$ cat src/rtl/cpu_pkg.sv
`default_nettype none
// ----------------------------------------------------------------------------
// cpu_pkg : shared fetch-path widths and the {pc, inst} packet type. Rev 1.0
// ----------------------------------------------------------------------------
package cpu_pkg;
  localparam int XLEN = 64;
  localparam int ILEN = 32;
  localparam logic [ILEN-1:0] NOP_INST = 32'h0000_0013;

  typedef struct packed {
    logic [XLEN-1:0] pc;
    logic [ILEN-1:0] inst;
  } fetch_pkt_t;
endpackage
`default_nettype wire

$ cat src/rtl/fetch_queue_mem.sv
`default_nettype none
// ----------------------------------------------------------------------------
// fetch_queue_mem : DEPTH-entry packet array, sync write / comb read. Rev 1.0
// ----------------------------------------------------------------------------
module fetch_queue_mem
  import cpu_pkg::*;
#(
  parameter int DEPTH = 4,
  parameter int PTR_W = 2
) (
  input  logic             clk,
  input  logic             i_we,
  input  logic [PTR_W-1:0] i_waddr,
  input  fetch_pkt_t       i_wdata,
  input  logic [PTR_W-1:0] i_raddr,
  output fetch_pkt_t       o_rdata
);

  fetch_pkt_t r_mem [DEPTH];

  always_ff @(posedge clk) begin
    if (i_we) r_mem[i_waddr] <= i_wdata;
  end

  assign o_rdata = r_mem[i_raddr];

endmodule
`default_nettype wire

$ cat src/rtl/fetch_queue.sv
`default_nettype none
// ----------------------------------------------------------------------------
// fetch_queue : IF->ID decoupling FIFO with EX redirect flush. Rev 1.0
// ----------------------------------------------------------------------------
module fetch_queue
  import cpu_pkg::*;
#(
  parameter int DEPTH = 4,
  parameter int PTR_W = 2,
  parameter int CNT_W = 16
) (
  input  logic             clk,
  input  logic             reset,
  input  logic [XLEN-1:0]  if_pc,
  input  logic [ILEN-1:0]  if_inst,
  output logic             if_stall,
  output logic             if_pc_src,
  output logic [XLEN-1:0]  if_b_j_result,
  input  logic             ex_redirect,
  input  logic [XLEN-1:0]  ex_target,
  output logic             id_valid,
  input  logic             id_ready,
  output logic [XLEN-1:0]  id_pc,
  output logic [ILEN-1:0]  id_inst,
  output logic [CNT_W-1:0] flush_cnt
);

  logic [PTR_W-1:0] r_rd_ptr;
  logic [PTR_W-1:0] r_wr_ptr;
  logic [PTR_W:0]   r_count;
  logic             r_warm;
  logic             r_primed;
  logic [CNT_W-1:0] r_flush_cnt;

  logic       w_full;
  logic       w_empty;
  logic       w_enq;
  logic       w_deq;
  fetch_pkt_t w_wdata;
  fetch_pkt_t w_head;

  assign w_full  = (r_count == (PTR_W+1)'(DEPTH));
  assign w_empty = (r_count == '0);
  assign w_enq   = r_warm & ~w_full & ~ex_redirect;
  assign w_deq   = id_valid & id_ready & ~ex_redirect;

  assign if_stall      = w_full & ~ex_redirect;
  assign if_pc_src     = ex_redirect;
  assign if_b_j_result = ex_target;

  assign id_valid  = ~w_empty;
  assign flush_cnt = r_flush_cnt;

  // Array is unreset; mask its contents until the first entry has been written.
  assign id_pc   = r_primed ? w_head.pc   : '0;
  assign id_inst = r_primed ? w_head.inst : '0;

  assign w_wdata.pc   = if_pc;
  assign w_wdata.inst = if_inst;

  fetch_queue_mem #(
    .DEPTH (DEPTH),
    .PTR_W (PTR_W)
  ) u_mem (
    .clk     (clk),
    .i_we    (w_enq),
    .i_waddr (r_wr_ptr),
    .i_wdata (w_wdata),
    .i_raddr (r_rd_ptr),
    .o_rdata (w_head)
  );

  always_ff @(posedge clk or posedge reset) begin
    if (reset) begin
      r_rd_ptr    <= '0;
      r_wr_ptr    <= '0;
      r_count     <= '0;
      r_warm      <= 1'b0;
      r_primed    <= 1'b0;
      r_flush_cnt <= '0;
    end else begin
      r_warm <= 1'b1;
      if (ex_redirect) begin
        r_rd_ptr <= '0;
        r_wr_ptr <= '0;
        r_count  <= '0;
        if (~&r_flush_cnt) r_flush_cnt <= r_flush_cnt + 1'b1;
      end else begin
        if (w_enq) begin
          r_wr_ptr <= r_wr_ptr + 1'b1;
          r_primed <= 1'b1;
        end
        if (w_deq) r_rd_ptr <= r_rd_ptr + 1'b1;
        r_count <= r_count + (PTR_W+1)'(w_enq) - (PTR_W+1)'(w_deq);
      end
    end
  end

endmodule
`default_nettype wire

$ cat config.mk
export PLATFORM = sky130hd
export DESIGN_NAME = fetch_queue
export DESIGN_NICKNAME = d
export VERILOG_FILES = /design/src/rtl/cpu_pkg.sv /design/src/rtl/fetch_queue_mem.sv /design/src/rtl/fetch_queue.sv
export SDC_FILE = /design/constraint.sdc
export NUM_CORES = 1
export LEC_CHECK = 0
export BUFFER_PORTS_ARGS = -buffer_cell sky130_fd_sc_hd__buf_2
export CORE_ASPECT_RATIO = 0.75
export CORE_UTILIZATION = 50
export CTS_CLUSTER_DIAMETER = 40
export DETAILED_ROUTE_END_ITERATION = 16
export PLACE_DENSITY = 0.74
export SLEW_MARGIN = 10
export SYNTH_ARGS = -nofsm -noshare
export SYNTH_HDL_FRONTEND = slang
export SYNTH_HIERARCHICAL = 1
export SYNTH_SLANG_ARGS = --single-unit
$ cat constraint.sdc
create_clock -name clk -period 13.6 [get_ports clk]
set_clock_uncertainty 0.05 [all_clocks]
set_input_delay 1.36 -clock clk [delete_from_list [all_inputs] [get_ports clk]]
set_output_delay 1.36 -clock clk [all_outputs]
set_load 0.02 [all_outputs]
==> impl_metrics.json, run 1 <==
{
  "syn_nets": 961,
  "post_cts_resized": 0,
  "core-area_um2": 31600,
  "grt_max_degree": 60,
  "slew_viol_final": 0,
  "io_buffers": 214,
  "drive_gt1_share_pct": 41.0,
  "fin_crit_sh_pct": 32.5,
  "rsz0062_at_grt": "no",
  "path_max_fanout": 40,
  "fin_total_pwr_mw": 3.46,
  "p_sw_mw": 0.947,
  "vias_per_cell": 5.37,
  "async_flop_share_pct": 6.11,
  "num_vias": 7738,
  "grt_pass1_wl_mm": 47.5,
  "worst_slew_pin_slew_ps": 968,
  "dieArea_um2": 33200,
  "ys_top_cells_by_area": "edfxtp_1 71%, mux4_2 13%, dfrtp_1 3.8%",
  "p_int_mw": 2.52,
  "r2r_setup_slack_ps": 10590,
  "yosysUniqueCellTypes": 43,
  "p_clk_share_pct": 34.6,
  "finalNetCount": 1132,
  "slowest_stage": "dfrtp_4",
  "critPathCaptureType": "primary output",
  "tns_ps": 0,
  "power.leakage_nw": 6.44,
  "avgSynthCellArea_um2": 20.5,
  "setup_viol": 0,
  "post_drt_wl_per_cell_um": 22.2,
  "run_status": "finished, final reports clean",
  "seq_power_share_pct": 44.0,
  "powerDensity_nw_per_um2": 184,
  "synth_top_area_cell": "edfxtp_1",
  "cp.required_ps": 12190,
  "syn-cell-area_um2": 16300,
  "rows": 56,
  "cts_buffers": 44,
  "post-cts-setup-buffers": 0,
  "start_kind": "flip-flop",
  "nFillCells": 2309,
  "firstDrtPassIters": 5,
  "drt_iter0_markers": 477,
  "worst_hold_slack_ps": 481,
  "swShare_pct": 27.4,
  "ys_ff_latch": 409,
  "grt_pass1_vias": 7843,
  "period_needed_ps": 4420,
  "ir_drop_v": 0.000137,
  "ant_nets": 0,
  "hold_buffers": 0,
  "htree_levels": 2,
  "timing_hold_violations_final": 0,
  "relSlewSlack_pct": 35.4,
  "ys_warn_count": 6,
  "clock_path_buffers": 3,
  "maxCapViolations": 0,
  "fmax_ghz": 0.226,
  "crit_chain": "buf_4 > mux4_2 > and2_1 > buf_2",
  "synthFlopType": "edfxtp_1",
  "syn_inst": 793,
  "combPwrFrac_pct": 21.4,
  "area_delta_synth_final_pct": 15.5,
  "clkSinkCount": 409,
  "drc": 0,
  "start_util_pct": 51.4,
  "hold_class": "flip-flop to flip-flop",
  "synth_edf_count": 384,
  "synth_top_area_share_pct": 70.9,
  "crit_type": "flip-flop to primary output",
  "routabilityCongestion": 0.742,
  "worstSkewPairLatency_ps": 540,
  "die-width_um": 210,
  "overflow": 0,
  "tritoncts": "built",
  "ios": 343,
  "hpwl_mm": 19.3,
  "cts-root-buf": "clkbuf_16",
  "critPathMaxStageDelay_ps": 730,
  "die_h_um": 158,
  "yosysSeqAreaShare_pct": 74.8,
  "grt_use_total_pct": 19.5,
  "worstPathArrival_ps": 3010,
  "path_clk_slew_ps": 60,
  "grt_antenna_before_repair": 13,
  "wl_mm": 32.0
}
## final timing paths
path,cells past startpoint,to,start
max,4,id_inst[0],r_rd_ptr[0]
min,1,flush_cnt[0],flush_cnt[0]
max reg2reg,5,u_mem/r_mem[2][65],r_count[2]
min reg2reg,1,flush_cnt[0],flush_cnt[0]
max in group asynchronous,2,r_rd_ptr[1],reset
min in group asynchronous,2,flush_cnt[11],reset
## registers in the layout (all words and copies together) (netlist names)
register / count
flush_cnt: 16
r_count: 3
r_primed: 1
r_rd_ptr: 2
r_warm: 1
r_wr_ptr: 2
u_mem/r_mem: 384
## placed cells by master, fill, tap and decap left out, types with 3 or more instances in the layout
cell type and count:
and2_1 96, buf_2 214, buf_4 9, bufinv_16 5, clkbuf_1 3, clkbuf_16 45, clkinv_1 3, clkinv_2 13
dfrtp_1 22, diode_2 7, edfxtp_1 384, ha_1 3, inv_1 5, inv_6 4, mux4_2 96, nand2_1 9
nand3_1 7, nand4_1 6, nor2_1 13, nor3_1 4, or3_1 3, xnor2_1 6, xor2_1 9
## critical path: cells and delay by family (launching register included)
family,cells,cell delay [ps]
buf+inv,2,860
flops,1,730
mux,1,580
simple gates,1,210
## per-stage QoR
stage	cell area, um2	std cells	setup WS, ps	util (%)
after floorplan	16300	793	4290	-
after global routing	18800	1435	8920	59.4
after global placement	17300	1353	9660	54.7
after detailed placement	17300	1353	9620	54.7
final	18800	1441	9180	59.4
after CTS	18800	1434	9050	59.3
## power groups by stage
stage               clock, mW  sequential, mW  combinational (mW)
floorplan                   0            1.54               0.578
global placement            0            1.55               0.747
detailed placement          0            1.55               0.752
CTS                      1.23            1.52               0.757
global route             1.27            1.53               0.803
finish                   1.20            1.52               0.741
## kinds of logic after synthesis
group,Yosys count,synth area share (%)
xor+xnor,15,0.808
simple gates,153,5.73
fa+ha+maj,4,0.354
other cells,1,0.0231
buf+inv,103,4.39
flops,409,74.8
compound gates,8,0.316
mux,100,13.6
## routing by layer
metal / GRT usage, % / up-vias / wire [um] / part of all wire, %
li1: - / 3429 / - / -
met1: 25.1 / 3951 / 12900 / 40
met2: 29.4 / 266 / 14700 / 46
met3: 7.86 / 82 / 3160 / 9.9
met4: 8.31 / 10 / 1170 / 3.6
met5: 0 / - / 69 / 0.22
## cells in the mapped netlist, drive strengths merged (3+ instances only)
library cell / instances
mux4: 96
buf: 82
nor3: 4
edfxtp: 384
nor2: 13
nand3: 7
nand4: 7
inv: 5
clkbuf: 16
or3: 3
mux2: 4
ha: 3
dfrtp: 25
and2: 96
xor2: 9
xnor2: 6
nand2: 10
## cell type report
type | instances | area [um2] | share of cell area, %
clock buffers | 49 | 1150 | 6.13
multi-input cells | 281 | 3400 | 18.1
repair buffers | 223 | 1140 | 6.07
clock inverters | 32 | 333 | 1.77
diodes | 7 | 17.5 | 0.0933
flip-flops and latches | 409 | 12200 | 64.8
well taps | 435 | 544 | 2.90
inverters | 5 | 18.8 | 0.100
(Power assumes the default switching activity.)
==> run 2, diff against run 1 <==
Settings changed: CORE_UTILIZATION 50 to 49, PLACE_DENSITY 0.74 to 0.76.
Clock period 13.6 ns to 3.9 ns, I/O delays scaled along.
==> run 2 against run 1 <==
Effect of this change: worst hold slack got worse by 460 ps; largest cell class unchanged; total power increased to 3.4 times the previous value; setup slack got worse by 8400 ps; global-route usage increased by 0.18 points; utilization increased by 0.42 points; critical path type unchanged; register-to-register slack got worse by 9200 ps; largest power group unchanged.
==> impl_metrics.json, run 2 (synthesized netlist as in run 1, its figures left out) <==
{
  "run_status": "finished, final reports clean",
  "firstDrtPassIters": 4,
  "swShare_pct": 27.6,
  "worstPathArrival_ps": 2700,
  "rsz0062_at_grt": "no",
  "io_buffers": 214,
  "maxCapViolations": 0,
  "cts-root-buf": "clkbuf_16",
  "post_drt_wl_per_cell_um": 21.5,
  "ir_drop_v": 0.000395,
  "place_ws_ps": 1260,
  "grt_use_total_pct": 19.6,
  "overflow": 0,
  "htree_levels": 2,
  "tns_ps": 0,
  "final_common_cell": "edfxtp_1",
  "critPathCaptureType": "primary output",
  "area_delta_synth_final_pct": 19.7,
  "ios": 343,
  "slew_viol_final": 0,
  "ant_nets": 0,
  "timing_hold_violations_final": 0,
  "start_util_pct": 50.0,
  "layout_common_cells": "384 x edfxtp_1, 214 x buf_2, 96 x and2_1, 96 x mux4_2, 68 x dlygate4sd3_1",
  "fin_crit_sh_pct": 80.6,
  "nFillCells": 2333,
  "fin_ws_ps": 758,
  "hpwl_mm": 19.1,
  "largest_reg_flops": 384,
  "path_max_fanout": 39,
  "drive_gt1_share_pct": 37.9,
  "fmax_ghz": 0.318,
  "grt_pass1_wl_mm": 50.2,
  "hold_class": "input pin to flip-flop",
  "clkSinkCount": 409,
  "start_kind": "flip-flop",
  "drt_iter0_markers": 498,
  "p_sw_mw": 3.29,
  "power.leakage_nw": 6.70,
  "dieArea_um2": 33900,
  "routabilityCongestion": 0.767,
  "hold_buffers": 68,
  "seq_power_share_pct": 44.8,
  "clock_path_buffers": 3,
  "top_register": "u_mem/r_mem",
  "tritoncts": "built",
  "rows": 57,
  "vias_per_cell": 5.34,
  "cts_buffers": 42,
  "path_clk_slew_ps": 60,
  "grt_max_degree": 60,
  "setup_viol": 0,
  "die_h_um": 160,
  "post_cts_resized": 0,
  "core-area_um2": 32500,
  "grt_pass1_vias": 8645,
  "p_int_mw": 8.62,
  "period_needed_ps": 3140,
  "relSlewSlack_pct": 31.0,
  "crit_type": "flip-flop to primary output",
  "worst_slew_pin_slew_ps": 1030,
  "p_clk_share_pct": 32.7,
  "wl_mm": 32.5,
  "powerDensity_nw_per_um2": 612,
  "num_vias": 8079,
  "drc": 0,
  "cp.required_ps": 3460,
  "grt_antenna_before_repair": 3,
  "worstSkewPairLatency_ps": 550,
  "finalNetCount": 1205,
  "combPwrFrac_pct": 22.5,
  "post-cts-setup-buffers": 0,
  "die-width_um": 212
}
## run 2: cell count changes in the layout (fill, tap and decap cells not counted), sizes merged
| cell | previous run | this run |
|---|---|---|
| buf | 223 | 230 |
| bufinv | 5 | 4 |
| clkbuf | 49 | 47 |
| diode | 7 | 1 |
| dlygate4sd3 | 0 | 68 |
| inv | 11 | 9 |
## run 2: metrics by stage
step	area, um2	power (mW)	utilization [%]	hold WS (ps)	cells
finish	19500	11.9	59.8	24.5	1512
floorplan	16300	7.36	-	367	793
global placement	17400	8.03	53.6	480	1367
CTS	19500	12.0	59.8	0.438	1511
detailed placement	17400	8.08	53.6	478	1367
global route	19500	12.4	59.8	5.24	1511
## run 2: per-layer routing
layer	track usage [%]	wire, um
met1	26.1	13500
met2	31.0	15600
met3	5.84	2570
met4	6.83	939
met5	0	11
## run 2: cell type report
cell class	count	area (um2)	area share, %
sequential	409	12200	62.5
multi-input combinational	281	3410	17.5
timing repair buffer	298	1960	10.1
clock buffer	47	1070	5.50
tap	442	553	2.84
clock inverter	29	277	1.42
inverter	5	18.8	0.0965
antenna	1	2.50	0.0129
## run 2: worst max-delay path, cell delays in order, from the launching register on
cell     delay, ps
dfrtp_4        820
buf_12         380
mux4_2         550
and2_1         200
buf_2          170
## run 2: power groups by stage
stage | registers (mW) | clock network [mW] | logic, mW
2_1_floorplan | 5.34 | 0 | 2.02
3_3_place_gp | 5.41 | 0 | 2.61
3_5_place_dp | 5.43 | 0 | 2.65
4_1_cts | 5.34 | 3.99 | 2.72
5_1_grt | 5.37 | 4.16 | 2.89
6_report | 5.33 | 3.90 | 2.68
## run 2: worst paths after layout
check	from	to	slack [ps]	cells after the start
min in group asynchronous	reset	r_rd_ptr[0]	40	2
max in group asynchronous	reset	r_rd_ptr[1]	3010	2
hold reg to reg	flush_cnt[11]	flush_cnt[11]	500	1
setup / recovery	r_rd_ptr[0]	id_inst[9]	760	4
setup reg to reg	r_count[2]	u_mem/r_mem[3][26]	1370	5
hold / removal	if_pc[15]	u_mem/r_mem[3][47]	20	1
==> run 3, diff against run 2 <==
Settings changed: ABC_AREA set to 1, CORE_UTILIZATION 49 to 50.
Clock period 3.9 ns to 2.67 ns, I/O delays scaled along.
==> run 3 against run 2 <==
Effect of this change: synthesized cell count grew to 2.5 times the previous value; clock power grew 61%; first-iteration DRC count grew 130%; via count grew 64%; setup slack lost 640 ps; synthesized area grew 16%; largest cell class unchanged.
==> impl_metrics.json, run 3 <==
{
  "cp-startpoint": "r_rd_ptr[1]",
  "dp.cells": 2584,
  "crit_type": "flip-flop to primary output",
  "slew_viol_final": 0,
  "dieArea_um2": 38400,
  "wl_mm": 43.2,
  "post-cts-setup-buffers": 0,
  "ios": 343,
  "clkSinkCount": 409,
  "grt_util_met3_pct": 3.83,
  "powerDensity_nw_per_um2": 830,
  "path_max_fanout": 33,
  "cts-root-buf": "clkbuf_16",
  "fin_ws_ps": 116,
  "largest_reg_flops": 384,
  "worstSetupEndpoint": "id_inst[27]",
  "synth_commonest_cells": "654 x nand2_1, 479 x inv_1, 384 x edfxtp_1",
  "grt_antenna_before_repair": 4,
  "avgSynthCellArea_um2": 9.48,
  "layout_common_cells": "653 x nand2_1, 478 x inv_1, 384 x edfxtp_1",
  "htree_levels": 2,
  "grt_pass1_wl_mm": 66.4,
  "drc": 0,
  "top_register": "u_mem/r_mem",
  "ys_top_cells_by_area": "edfxtp_1 61%, nand2_1 13%, inv_1 9.6%",
  "worstSkewPairLatency_ps": 540,
  "rows": 61,
  "synth.most_common_cell": "nand2_1",
  "p_clk_share_pct": 33.4,
  "clock_path_buffers": 3,
  "fmax_ghz": 0.392,
  "io_buffers": 214,
  "drt_iter0_markers": 1123,
  "p_int_mw": 12.7,
  "async_flop_share_pct": 6.11,
  "ys_warn_count": 6,
  "synth_top_area_share_pct": 61.3,
  "die-width_um": 226,
  "hold_class": "input pin to flip-flop",
  "syn_inst": 1985,
  "fin_total_pwr_mw": 18.8,
  "maxCapViolations": 0,
  "synth_top_area_cell": "edfxtp_1",
  "post_drt_wl_per_cell_um": 15.6,
  "run_status": "finished, final reports clean",
  "syn_nets": 2153,
  "timing_hold_violations_final": 0,
  "met1_usage_pct": 28.2,
  "place_ws_ps": 499,
  "vias_per_cell": 4.79,
  "period_needed_ps": 2550,
  "r2r_setup_slack_ps": 470,
  "relSlewSlack_pct": 49.0,
  "multi_input_area_um2": 3950,
  "nFillCells": 2976,
  "final_common_cell": "nand2_1",
  "combPwrFrac_pct": 26.5,
  "yosysSeqAreaShare_pct": 64.6,
  "yosysUniqueCellTypes": 29,
  "worst_slew_pin_slew_ps": 764,
  "stdcell_count": 2769,
  "start_kind": "flip-flop",
  "hpwl_mm": 24.7,
  "area_delta_synth_final_pct": 20.3,
  "r2r_cells": 12,
  "rsz0062_at_grt": "no",
  "r2r-start": "r_count[1]",
  "start_util_pct": 50.7,
  "path_clk_slew_ps": 60,
  "swShare_pct": 32.5,
  "grt_max_degree": 113,
  "p_sw_mw": 6.09,
  "regArea_um2": 12200,
  "critPathCaptureType": "primary output",
  "num_vias": 13300,
  "ir_drop_v": 0.000688,
  "setup_viol": 0,
  "drive_gt1_share_pct": 15.9,
  "core-area_um2": 37100,
  "ys_ff_latch": 409,
  "grt_use_met2_pct": 37.9,
  "routabilityCongestion": 0.882,
  "power.leakage_nw": 11.0,
  "synth_edf_count": 384,
  "syn-cell-area_um2": 18800,
  "firstDrtPassIters": 5,
  "finalNetCount": 2393,
  "ant_nets": 0,
  "worstPathArrival_ps": 2240,
  "seq_power_share_pct": 40.1,
  "cts_buffers": 46,
  "tritoncts": "built",
  "overflow": 0,
  "synthFlopType": "edfxtp_1",
  "grt_use_total_pct": 22.4,
  "die_h_um": 170,
  "cp.required_ps": 2350,
  "rr_endpoint": "r_count[2]",
  "grt-busiest-layer": "met2",
  "fin_crit_sh_pct": 95.7,
  "grt_pass1_vias": 12600
}
run 3: cell count changes after synthesis, moves of 3 or more:
cell,previous run,this run
nand2_1,9,654
inv_1,5,479
nand3_1,7,207
and2_1,96,0
mux4_2,96,0
buf_2,11,56
inv_2,0,34
nor2_1,13,25
xor2_1,9,3
buf_8,4,0
nand4_1,6,3
o21ai_1,0,3
or3_1,3,0
run 3: routing by layer:
layer  share of wire (%)  vias to the layer above
met5                   0                        -
met4                 4.2                        0
met3                 8.2                      103
met2                  48                      566
met1                  40                     6122
li1                    -                     6471
run 3: critical path, stage by stage (launching register included):
cell,delay [ps]
dfrtp_4,500
inv_4,320
buf_12,270
nand3_1,130
nand2_1,110
nand2_1,100
inv_2,80
buf_2,160
run 3: worst min path at each step:
stage | cells after the start | end | from
3_5_place_dp | 2 | flush_cnt[5] | reset
5_1_grt | 3 | r_rd_ptr[0] | id_ready
6_report | 3 | r_rd_ptr[0] | id_ready
4_1_cts | 3 | r_rd_ptr[0] | id_ready
3_3_place_gp | 2 | flush_cnt[5] | reset
2_1_floorplan | 1 | flush_cnt[0] | reset
run 3: cell type report:
cell class / count / area share (%)
inverter: 513 / 8.56
clock buffer: 59 / 5.67
antenna: 4 / 0.0442
sequential: 409 / 53.7
multi-input combinational: 922 / 17.4
tap: 504 / 2.79
clock inverter: 25 / 1.09
timing repair buffer: 333 / 10.7
run 3: kinds of logic after synthesis:
logic type | share of synthesized area [%]
AO/OA/AOI/OAI | 0.299
other | 0.0199
XOR/XNOR | 0.326
adder cells (fa/ha/maj) | 0.306
flip-flops | 64.6
buffers and inverters | 14.8
AND/OR/NAND/NOR | 19.7
run 3: timing repair:
item                       4_1_cts  5_1_grt
pin swaps                        0        0
hold buffers                    97        0
hold endpoints to repair       402        0
setup endpoints to repair       18       15
resized for setup                1        2
run 3: stage by stage:
step	instance area, um2	hold WS, ps	util (%)	TNS (ps)
after floorplan	18900	244	-	-356190
after global placement	20100	390	54.2	0
after detailed placement	20100	384	54.2	0
after CTS	22600	19.4	61.0	0
after global routing	22600	49.2	61.0	0
final	22600	32.8	61.0	0
run 3: power groups by stage:
stage	clock network, mW	logic, mW	registers [mW]
floorplan	0	3.37	7.70
global placement	0	4.72	7.66
detailed placement	0	4.81	7.67
CTS	6.37	4.97	7.54
global route	6.62	5.50	7.56
finish	6.27	4.97	7.54
